==> config.mk <==
export PLATFORM = sky130hd
export DESIGN_NAME = pc_stack_unit
export DESIGN_NICKNAME = d
export VERILOG_FILES = /design/src/rtl/pc_pkg.sv /design/src/rtl/ras_stack.sv /design/src/rtl/pc_stack_unit.sv
export SDC_FILE = /design/constraint.sdc
export NUM_CORES = 1
export LEC_CHECK = 0
export ABC_AREA = 1
export CORE_ASPECT_RATIO = 2
export CORE_MARGIN = 5
export CORE_UTILIZATION = 40
export CTS_CLUSTER_DIAMETER = 30
export DETAILED_ROUTE_END_ITERATION = 8
export PLACE_DENSITY_LB_ADDON = 0.05
export REMOVE_ABC_BUFFERS = 1
export SLEW_MARGIN = 20
export SYNTH_ARGS = -nofsm -noshare
export SYNTH_HDL_FRONTEND = slang
export SYNTH_SLANG_ARGS = --single-unit
==> constraint.sdc <==
create_clock -name clk -period 3.8 [get_ports clk]
set_input_delay 0.76 -clock clk [delete_from_list [all_inputs] [get_ports clk]]
set_output_delay 0.76 -clock clk [all_outputs]
set_load 0.01 [all_outputs]
==> src/rtl/pc_pkg.sv <==
// -----------------------------------------------------------------------------
// pc_pkg
// Shared types and constants for the program-counter unit.
//   pc_op_t   : 3-bit per-cycle command from the decoder / control FSM.
//               Encodings 6 and 7 are unused and behave as PC_HOLD.
//   FAULT_OVF : index of the sticky call-overflow bit in fault[].
//   FAULT_UDF : index of the sticky return-underflow bit in fault[].
// -----------------------------------------------------------------------------
package pc_pkg;

  typedef enum logic [2:0] {
    PC_INC  = 3'd0,
    PC_JMP  = 3'd1,
    PC_BR   = 3'd2,
    PC_CALL = 3'd3,
    PC_RET  = 3'd4,
    PC_HOLD = 3'd5
  } pc_op_t;

  localparam int FAULT_OVF = 0;
  localparam int FAULT_UDF = 1;

endpackage

==> src/rtl/ras_stack.sv <==
// -----------------------------------------------------------------------------
// ras_stack
// Hardware return-address stack (LIFO) of DEPTH entries, AW bits each.
//   clk, rst : clock (rising edge), asynchronous active-high reset
//   push     : store din on top (ignored when full)
//   pop      : discard top entry (ignored when empty)
//   din      : value to push
//   dout     : current top entry (entry level-1); don't-care when empty
//   level    : occupancy 0..DEPTH
//   full     : level == DEPTH
//   empty    : level == 0
// Flags decode the registered level only, so they carry no input path.
// -----------------------------------------------------------------------------
module ras_stack
  import pc_pkg::*;
#(
  parameter int AW    = 5,
  parameter int DEPTH = 4
) (
  input  logic                       clk,
  input  logic                       rst,
  input  logic                       push,
  input  logic                       pop,
  input  logic [AW-1:0]              din,
  output logic [AW-1:0]              dout,
  output logic [$clog2(DEPTH+1)-1:0] level,
  output logic                       full,
  output logic                       empty
);

  localparam int LW = $clog2(DEPTH + 1);
  localparam int IW = (DEPTH > 1) ? $clog2(DEPTH) : 1;
  localparam int NE = 2 ** IW;

  logic [LW-1:0] level_q, level_d;
  logic [AW-1:0] mem_q [NE];
  logic [AW-1:0] mem_d [NE];
  logic [IW-1:0] wr_idx, rd_idx;
  logic          do_push, do_pop;

  assign full    = (level_q == LW'(DEPTH));
  assign empty   = (level_q == '0);
  assign level   = level_q;
  assign wr_idx  = IW'(level_q);
  assign rd_idx  = IW'(level_q - 1'b1);
  assign dout    = mem_q[rd_idx];
  assign do_push = push && !full;
  assign do_pop  = pop && !empty;

  always_comb begin
    // NOTE: every combinational output gets a default first so that no path
    // leaves it unassigned, which would otherwise infer a latch.
    level_d = level_q;
    mem_d   = mem_q;
    if (do_push) begin
      mem_d[wr_idx] = din;
      level_d       = level_q + 1'b1;
    end else if (do_pop) begin
      level_d = level_q - 1'b1;
    end
  end

  always_ff @(posedge clk or posedge rst) begin
    // NOTE: sequential state uses non-blocking assignments so all flops
    // update together from pre-edge values.
    if (rst) level_q <= '0;
    else     level_q <= level_d;
  end

  // NOTE: the storage array is deliberately not reset; level alone defines
  // which entries are valid, and leaving it unreset keeps it a plain RAM.
  always_ff @(posedge clk) begin
    mem_q <= mem_d;
  end

endmodule

==> src/rtl/pc_stack_unit.sv <==
// -----------------------------------------------------------------------------
// pc_stack_unit
// Fetch-stage program counter with jump, PC-relative branch, stall and a
// return-address stack for call/return.
//   clk, rst  : clock (rising edge), asynchronous active-high reset
//   en        : advance enable; 0 freezes pc, stack and fault
//   op        : pc_op_t command (6/7 act as PC_HOLD)
//   target    : absolute destination for PC_JMP / PC_CALL
//   offset    : two's-complement displacement for PC_BR, relative to pc
//   pc        : registered program counter
//   level     : stack occupancy 0..DEPTH
//   ras_full  : level == DEPTH
//   ras_empty : level == 0
//   fault     : sticky [FAULT_OVF] call overflow, [FAULT_UDF] return underflow
// -----------------------------------------------------------------------------
module pc_stack_unit
  import pc_pkg::*;
#(
  parameter int          AW       = 5,
  parameter int          DEPTH    = 4,
  parameter logic [AW-1:0] RESET_PC = '0
) (
  input  logic                       clk,
  input  logic                       rst,
  input  logic                       en,
  input  logic [2:0]                 op,
  input  logic [AW-1:0]              target,
  input  logic [AW-1:0]              offset,
  output logic [AW-1:0]              pc,
  output logic [$clog2(DEPTH+1)-1:0] level,
  output logic                       ras_full,
  output logic                       ras_empty,
  output logic [1:0]                 fault
);

  logic [AW-1:0] pc_q, pc_d;
  logic [1:0]    fault_q, fault_d;
  logic [AW-1:0] pc_inc;
  logic [AW-1:0] ras_top;
  logic          push, pop;

  // Return address is the instruction after the call; wraps naturally.
  assign pc_inc = pc_q + 1'b1;

  ras_stack #(
    .AW    (AW),
    .DEPTH (DEPTH)
  ) u_ras (
    .clk   (clk),
    .rst   (rst),
    .push  (push),
    .pop   (pop),
    .din   (pc_inc),
    .dout  (ras_top),
    .level (level),
    .full  (ras_full),
    .empty (ras_empty)
  );

  always_comb begin
    pc_d    = pc_q;
    fault_d = fault_q;
    push    = 1'b0;
    pop     = 1'b0;
    if (en) begin
      case (op)
        PC_INC: pc_d = pc_inc;
        PC_JMP: pc_d = target;
        PC_BR:  pc_d = pc_q + offset;
        PC_CALL: begin
          pc_d = target;
          if (ras_full) fault_d[FAULT_OVF] = 1'b1;
          else          push = 1'b1;
        end
        PC_RET: begin
          if (ras_empty) begin
            // Underflow: fall through to the next instruction and flag it.
            pc_d                = pc_inc;
            fault_d[FAULT_UDF]  = 1'b1;
          end else begin
            pc_d = ras_top;
            pop  = 1'b1;
          end
        end
        default: pc_d = pc_q;  // PC_HOLD and unused encodings
      endcase
    end
  end

  always_ff @(posedge clk or posedge rst) begin
    if (rst) begin
      pc_q    <= RESET_PC;
      fault_q <= 2'b00;
    end else begin
      pc_q    <= pc_d;
      fault_q <= fault_d;
    end
  end

  assign pc    = pc_q;
  assign fault = fault_q;

endmodule

* Word-level counts from Yosys, hierarchy flattened
Cells that the tools add are included.
Storage, ports and cells: latch bits 0, word-level logic and storage cells 51, memories kept 0, register bits 30, input port bits 16, bits in read-only memories 0, bits in writable memories 0
Cells by class: shift operators 0, equal/unequal tests 5, multipliers 0, order comparisons 3, add/sub/neg operators 4, bitwise gates (word level) 2, mux-type cells 16, reduce and logical (&&, ||, !) cells 13, div/mod/pow operators 0
Operators with widths (number):
- $bwmux 20 | 1
- $mux 5 | 4
- $pmux 5 s4 | 1
- $bmux 5 s2 | 1
- $demux 5 s2 | 1
- $eq 3x2->1 const B | 2
- $eq 3x3->1 const B | 2
- $ge 3x3->1 const B | 2
- $logic_not 3->1 | 2
- $mux 1 | 6
- $mux 3 | 2
- $not 2->3 | 2
- $reduce_and 3->1 | 2
- $add 5x1->5 const B | 1
- $add 5x5->5 | 1
- $reduce_bool 4->1 | 1
- $add 3x1->3 const B | 1
- $eq 3x1->1 const B | 1
- $logic_and 1x1->1 | 3
- $lt 3x1->1 const B | 1
- $sub 3x1->3 const B | 1
- $logic_not 1->1 | 2
- $reduce_and 2->1 | 1
- $reduce_bool 2->1 | 1
- $reduce_or 2->1 | 1

* Longest topological paths before layout
Gate-level depths: netlist (run 1).
depth in word-level cells 7, gate-level depth with buffers 12

* Cells and area by module
From an unflattened synthesis (run 1), not the netlist that was laid out.
Second synthesis, totals: cell total of the unflattened synthesis 215, area total of the unflattened synthesis 1853.0 um^2
Modules (own cells, without submodules):
- ras_stack | times used 1, area an instance 1061.0 um^2, cells each 96
- pc_stack_unit | times used 1, area an instance 792.0 um^2, cells each 119

* Worst setup path after synthesis (run 1)
No wires, ideal clock.
path kind input to register, start input port offset[0], end register pc_q[2], in the netlist pc[2], slack 1853 ps, data arrival time 1831 ps, stages on the path 8, cells stage by stage ha_1 -> fa_1 -> nor2_1 -> and3b_1 -> nor2_1 -> nand2_1 -> nand2_1 -> nand2_1
Between the ends: word-level cells in the longest chain between the ends 2
Ends and longest elaborated chain:
- start, declared | RTL line pc_stack_unit.sv:28 | input logic [AW-1:0] offset,
- $add 5x5->5 | RTL line pc_stack_unit.sv:69 | PC_BR: pc_d = pc_q + offset;
- $pmux 5 s4 | RTL line pc_stack_unit.sv:66 | case (op)
- end signal, assigned | RTL line pc_stack_unit.sv:95 | pc_q <= pc_d;
- end, declared | RTL line pc_stack_unit.sv:36 | logic [AW-1:0] pc_q, pc_d;
Every way passes these cells. A chain may end at the register's enable or synchronous reset.

* Worst setup path after layout (run 1)
start register u_ras.level_q[0], in the netlist u_ras.level[0], end output port ras_empty
Between the ends: word-level cells in the longest chain between the ends 1
Ends and longest elaborated chain:
- start, declared | RTL line ras_stack.sv:35 | logic [LW-1:0] level_q, level_d;
- start signal, assigned | RTL line ras_stack.sv:67 | else level_q <= level_d;
- $logic_not 3->1 | RTL line ras_stack.sv:42 | assign empty = (level_q == '0);
- end, declared | RTL line pc_stack_unit.sv:32 | output logic ras_empty,
Every way passes these cells.

==> results.ini, run 1 <==
[global_routing]
grt-ovfl-total = 0
grt_first_pass_wirelength_mm = 7.22
grt_start_max_net_pins = 16
grt_pass1_vias = 1531
antenna_found_initial = 0
grt_use_total_pct = 15.8

[synth]
netlist-cell-type-count = 28
ys_seq_area_share_pct = 46.1
synthCells = 216
yosysTopAreaCell = edfxtp_1
syn_area_per_cell_um2 = 8.55
ys_ff_latch = 30
synth_top_area_share_pct = 32.5
synth_warnings = 0
synthesis.area_mm2 = 0.00185
synth_area_leaders = edfxtp_1, dfrtp_1, nand2_1, ha_1, nand3_1

[clocking]
cts_hold_buffers = 0
clkSlewWorstSetupHoldPaths_ns = 0.07
cts_setup_buffers = 0
ctsLongestPathBuffers = 2
cts_htree_levels = 2
post_cts_resized = 0
cts-buffers-inserted = 5
clock_latency_ns = 0.29
cts_tree = yes
clock-root-buffer = clkbuf_8
cts_sinks = 30

[place]
gp_congestion = 0.764
dpl_worst_slack_ns = 1.05
place_inst = 295
io_buffer_count = 27
dp_hpwl_mm = 3.38

[sta]
fin_ws_ns = 0.768
relSlewSlack_pct = 65.4
layout_worst_path_cycle_share_pct = 79.8
hold_viol_final = 0
holdWs_ns = 0.468
max_clock_freq_mhz = 330
finalCriticalPeriod_ns = 3.03
fin_skew_ns = 0.00396
rsz0062_at_grt = no
worst_pin_slew_ns = 0.517
setup_tns_ns = 0
maxSlewViolCount = 0
setup_viol_count_final = 0

[power_and_ir_drop]
p_leak_nw = 1.02
ir_drop_v = 0.000251
p_per_area_mw_per_mm2 = 626

[route]
via_per_inst = 4.81
dr.pass1.iters = 3
vias = 1458
routed_wl_mm = 4.25
ant_nets = 0
drt_iter0_markers = 21
routedWlPerCell_um = 14.0
drc = 0

[floorplanning]
dieArea_mm2 = 0.00616
dieHeight_um = 106
num_rows = 35
start_util_pct = 40.5
io-pin-count = 28
die_w_um = 58.0
core_mm2 = 0.00455

[hold_path]
min_path_type = reg2reg

[final_layout]
area_delta_synth_final_pct = 22.2
num-nets-final = 274
fin_cells = 303
regArea_um2 = 851
final_util_pct = 49.5
antenna_cells = 0
drive_gt1_share_pct = 8.06
multi_input_area_um2 = 883
nFillCells = 453

[setup_path]
crit_path_max_fanout = 15
startpoint_type = register
path_common_cell = inv_1
worstPathRequired_ns = 3.04
worstSetupPathType = reg2out
cp-end-kind = output pin
slowest_delay_ns = 0.57
crit_arrival_ns = 2.27
slowest_stage = clkdlybuf4s50_1
crit_chain = inv_1 > ha_1 > inv_1 > nor2_8 > clkdlybuf4s50_1

[job]
cap_violations = 0

[run_status]
status = finished, final reports clean

-- synthesized netlist by cell type --
cell type	n
clkbuf_2	1
buf_2	2
nor3_4	1
nand2_2	2
nand2_1	58
inv_1	24
xnor2_1	3
inv_2	2
a21o_2	1
nand3b_1	1
nand3_1	22
nor2_8	1
nor2_1	26
edfxtp_1	20
o21ai_0	12
dfrtp_1	10
nand3_2	1
o31ai_4	1
nand4_1	2
nand2_4	1
nor2_4	2
ha_1	10
fa_1	1
a21boi_0	2
and3b_1	1
a31o_2	1
xor2_1	3
a21oi_1	5
-- registers in the layout, summed over array words and instances, names as in the netlist --
| signal | flops |
|---|---|
| u_ras.level | 3 |
| pc | 5 |
| fault | 2 |
| u_ras.mem_q | 20 |
-- critical path: cells and delay by family, from the launching register on --
family / cells / cell delay, ns
adder cells (fa/ha/maj): 1 / 0.24
AND/OR/NAND/NOR: 1 / 0.16
buffers and inverters: 3 / 1.03
flip-flops: 1 / 0.55
-- cell families after synthesis --
kind of cell               share of synthesized area (%)
xor gates and xnor gates                            2.85
adders and majority gates                           7.86
DFF                                                 46.1
AOI/OAI and AO/OA                                   7.52
and+or+nand+nor                                     29.6
buffers and inverters                               6.10
-- layout by cell type (no fill, tap or decap), types with 2 or more instances in the layout --
cell type / Yosys / final
dfrtp_1: 10 / 10
nand3_1: 22 / 22
nand2_2: 2 / 2
edfxtp_1: 20 / 20
clkdlybuf4s50_1: 0 / 27
o21ai_0: 12 / 12
nand2_1: 58 / 58
xnor2_1: 3 / 3
a21boi_0: 2 / 2
inv_2: 2 / 2
nor2_1: 26 / 26
inv_1: 24 / 24
nand4_1: 2 / 2
xor2_1: 3 / 3
nor2_4: 2 / 2
ha_1: 10 / 10
clkbuf_8: 0 / 5
a21oi_1: 5 / 5
-- power by group --
| group | switching [mW] | total, mW | internal [mW] |
|---|---|---|---|
| Combinational | 0.371 | 0.653 | 0.282 |
| Sequential | 0.0843 | 0.502 | 0.417 |
| Clock | 0.131 | 0.256 | 0.125 |
| Total | 0.586 | 1.41 | 0.825 |
-- layer usage --
metal	GRT usage, %	vias to the layer above	share of wire (%)
met2	30.1	29	58
li1	-	762	-
met5	0	-	0
met3	2.67	10	2.7
met4	9.45	0	3.9
met1	14.7	657	35
-- worst paths after layout --
kind | end | slack (ns) | startpoint | cells past startpoint
worst min register to register | fault[1] | 0.47 | fault[1] | 1
worst min-delay path | fault[1] | 0.47 | fault[1] | 1
worst max register to register | u_ras.mem_q[13] | 1.53 | u_ras.level[0] | 5
max in group asynchronous | pc[4] | 2.72 | rst | 2
min in group asynchronous | u_ras.level[2] | 0.77 | rst | 2
worst max-delay path | ras_empty | 0.77 | u_ras.level[0] | 5
-- stage by stage --
step | power, mW | area, um2
detailed placement | 1.17 | 2170
finish | 1.41 | 2260
global placement | 1.17 | 2170
global route | 1.54 | 2260
CTS | 1.43 | 2260
floorplan | 0.923 | 1830
-- cell type report --
type                    count  area share [%]
multi-input cells         157            39.2
flip-flops and latches     30            37.7
repair buffers             27            12.0
inverters                  26            4.33
clock buffers               5            3.05
well taps                  55            3.05
clock inverters             3           0.721
No activity file was read; power rests on OpenSTA's default activity.
==> run 2: changes to the inputs <==
==> constraint.sdc (replaced) <==
create_clock -name clk -period 3.16 [get_ports clk]
set_input_delay 0.632 -clock clk [delete_from_list [all_inputs] [get_ports clk]]
set_output_delay 0.632 -clock clk [all_outputs]
set_load 0.01 [all_outputs]
==> results.ini, run 2 (synthesis results as in run 1) <==
[final_layout]
nFillCells = 480  ; +6.0%
drive_gt1_share_pct = 8.43  ; +0.37 points
area_delta_synth_final_pct = 22.6
largest_register_ffs = 20  ; unchanged
final_util_pct = 49.7  ; +0.16 points
num-nets-final = 275  ; +0.36%
final_common_cell = nand2_1
largest_register = u_ras.mem_q
most-common-layout-cells = nand2_1, clkdlybuf4s50_1, nor2_1
antenna_cells = 0  ; unchanged

[floorplanning]
core_mm2 = 0.00455  ; unchanged
die_w_um = 58.0  ; unchanged
dieArea_mm2 = 0.00616  ; unchanged
dieHeight_um = 106  ; unchanged
num_rows = 35  ; unchanged
io-pin-count = 28  ; unchanged
start_util_pct = 40.5  ; unchanged

[sta]
fin_skew_ns = 0.00739  ; +0.00343 ns
max_clock_freq_mhz = 373
worst_pin_slew_ns = 0.509  ; -0.00777 ns
holdWs_ns = 0.479  ; +0.0112 ns
hold_viol_final = 0  ; unchanged
setup_viol_count_final = 0  ; unchanged
finalCriticalPeriod_ns = 2.68
rsz0062_at_grt = no
setup_tns_ns = 0  ; unchanged
maxSlewViolCount = 0  ; unchanged
layout_worst_path_cycle_share_pct = 84.9
relSlewSlack_pct = 66.0  ; +0.65 points

[route]
drc = 0  ; unchanged
routed_wl_mm = 4.36  ; +2.6%
via_per_inst = 4.86  ; +0.90%
drt_iter0_markers = 16  ; -24%
dr.pass1.iters = 4  ; +1
routedWlPerCell_um = 14.3  ; +2.3%
ant_nets = 0  ; unchanged
vias = 1476  ; +1.2%

[setup_path]
crit_arrival_ns = 2.05  ; -0.22 ns
crit_chain = inv_1 > ha_1 > inv_1 > nor2_8 > clkdlybuf4s50_1
r2r_cells = 10  ; +5
reg2reg_from = u_ras.level[0]
crit_path_max_fanout = 15  ; unchanged
worstSetupPathType = reg2out
critPathLaunch = u_ras.level[0]
cp-endpoint = ras_empty
cp-end-kind = output pin
r2r_setup_slack_ns = 1.08  ; -0.45 ns
slowest_stage = dfrtp_1
slowest_delay_ns = 0.66  ; +0.09 ns
worstPathRequired_ns = 2.53  ; -0.51 ns
startpoint_type = register
worst_r2r_endpoint = pc[3]
path_common_cell = inv_1

[job]
cap_violations = 0  ; unchanged

[clocking]
cts_tree = yes
ctsLongestPathBuffers = 2  ; unchanged
cts_hold_buffers = 0  ; unchanged
post_cts_resized = 0  ; unchanged
clock-root-buffer = clkbuf_8
clkSlewWorstSetupHoldPaths_ns = 0.07  ; about the same
cts_htree_levels = 2  ; unchanged
cts_setup_buffers = 0  ; unchanged
clock_latency_ns = 0.28  ; about the same
cts-buffers-inserted = 5  ; unchanged
cts_sinks = 30  ; unchanged

[global_routing]
grt_use_total_pct = 15.8  ; about the same
grt_start_max_net_pins = 16  ; unchanged
grt_pass1_vias = 1526  ; -0.33%
antenna_found_initial = 0  ; unchanged
grt_first_pass_wirelength_mm = 7.16  ; -0.76%
grt-ovfl-total = 0  ; unchanged

[run_status]
status = finished, final reports clean

[place]
io_buffer_count = 27  ; unchanged
gp_congestion = 0.750  ; -1.8%
dp_hpwl_mm = 3.56  ; +5.3%

[power_and_ir_drop]
p_per_area_mw_per_mm2 = 757  ; +21%
p_total_mw = 1.71  ; +21%
p_leak_nw = 1.02  ; +0.47%
ir_drop_v = 0.000410  ; +63%

[hold_path]
min_path_type = reg2reg
hold_path.startpoint = fault[0]

-- run 2: cell count changes in the layout (fill, tap and decap cells not counted), sizes merged --
cell	change
buf	+1
-- run 2: stage by stage --
| step | instances | instance area [um2] | worst slack (ns) |
|---|---|---|---|
| global route | 304 | 2260 | 0.350 |
| CTS | 304 | 2260 | 0.447 |
| floorplan | 213 | 1830 | 1.21 |
| global placement | 296 | 2180 | 0.794 |
| detailed placement | 296 | 2180 | 0.745 |
| finish | 304 | 2260 | 0.478 |
-- run 2: layout make-up --
| class | instances | area, um2 | area share, % |
|---|---|---|---|
| Multi-Input combinational cell | 157 | 883 | 39.0 |
| Sequential cell | 30 | 851 | 37.6 |
| Clock buffer | 5 | 68.8 | 3.04 |
| Inverter | 26 | 97.6 | 4.31 |
| Timing Repair Buffer | 28 | 278 | 12.3 |
| Clock inverter | 3 | 16.3 | 0.719 |
| Tap cell | 55 | 68.8 | 3.04 |
-- run 2: worst min-delay path by stage --
| stage | end | slack (ns) | cells after the start |
|---|---|---|---|
| floorplan | fault[0] | 0.47 | 1 |
| global placement | fault[0] | 0.48 | 1 |
| detailed placement | fault[0] | 0.47 | 1 |
| CTS | fault[0] | 0.49 | 1 |
| global route | fault[0] | 0.53 | 1 |
| finish | fault[0] | 0.48 | 1 |
-- run 2: metal layers --
layer  vias up  wire [um]  global-route usage, %
li1        769          -                      -
met1       675       1500                   13.9
met2        25       2650                   31.7
met3         7        112                   2.55
met4         0        106                   8.13
met5         -          0                      0
-- run 2: power breakdown --
part           switching [mW]  internal, mW
Combinational           0.460         0.350
Clock                   0.146         0.150
Sequential              0.106         0.502
Total                   0.712          1.00
-- run 2: critical path, delay by kind of cell, from the launching register on --
family / cells / cell delay [ns]
flip-flops: 1 / 0.66
adder cells (fa/ha/maj): 1 / 0.25
AND/OR/NAND/NOR: 1 / 0.07
buffers and inverters: 3 / 0.78
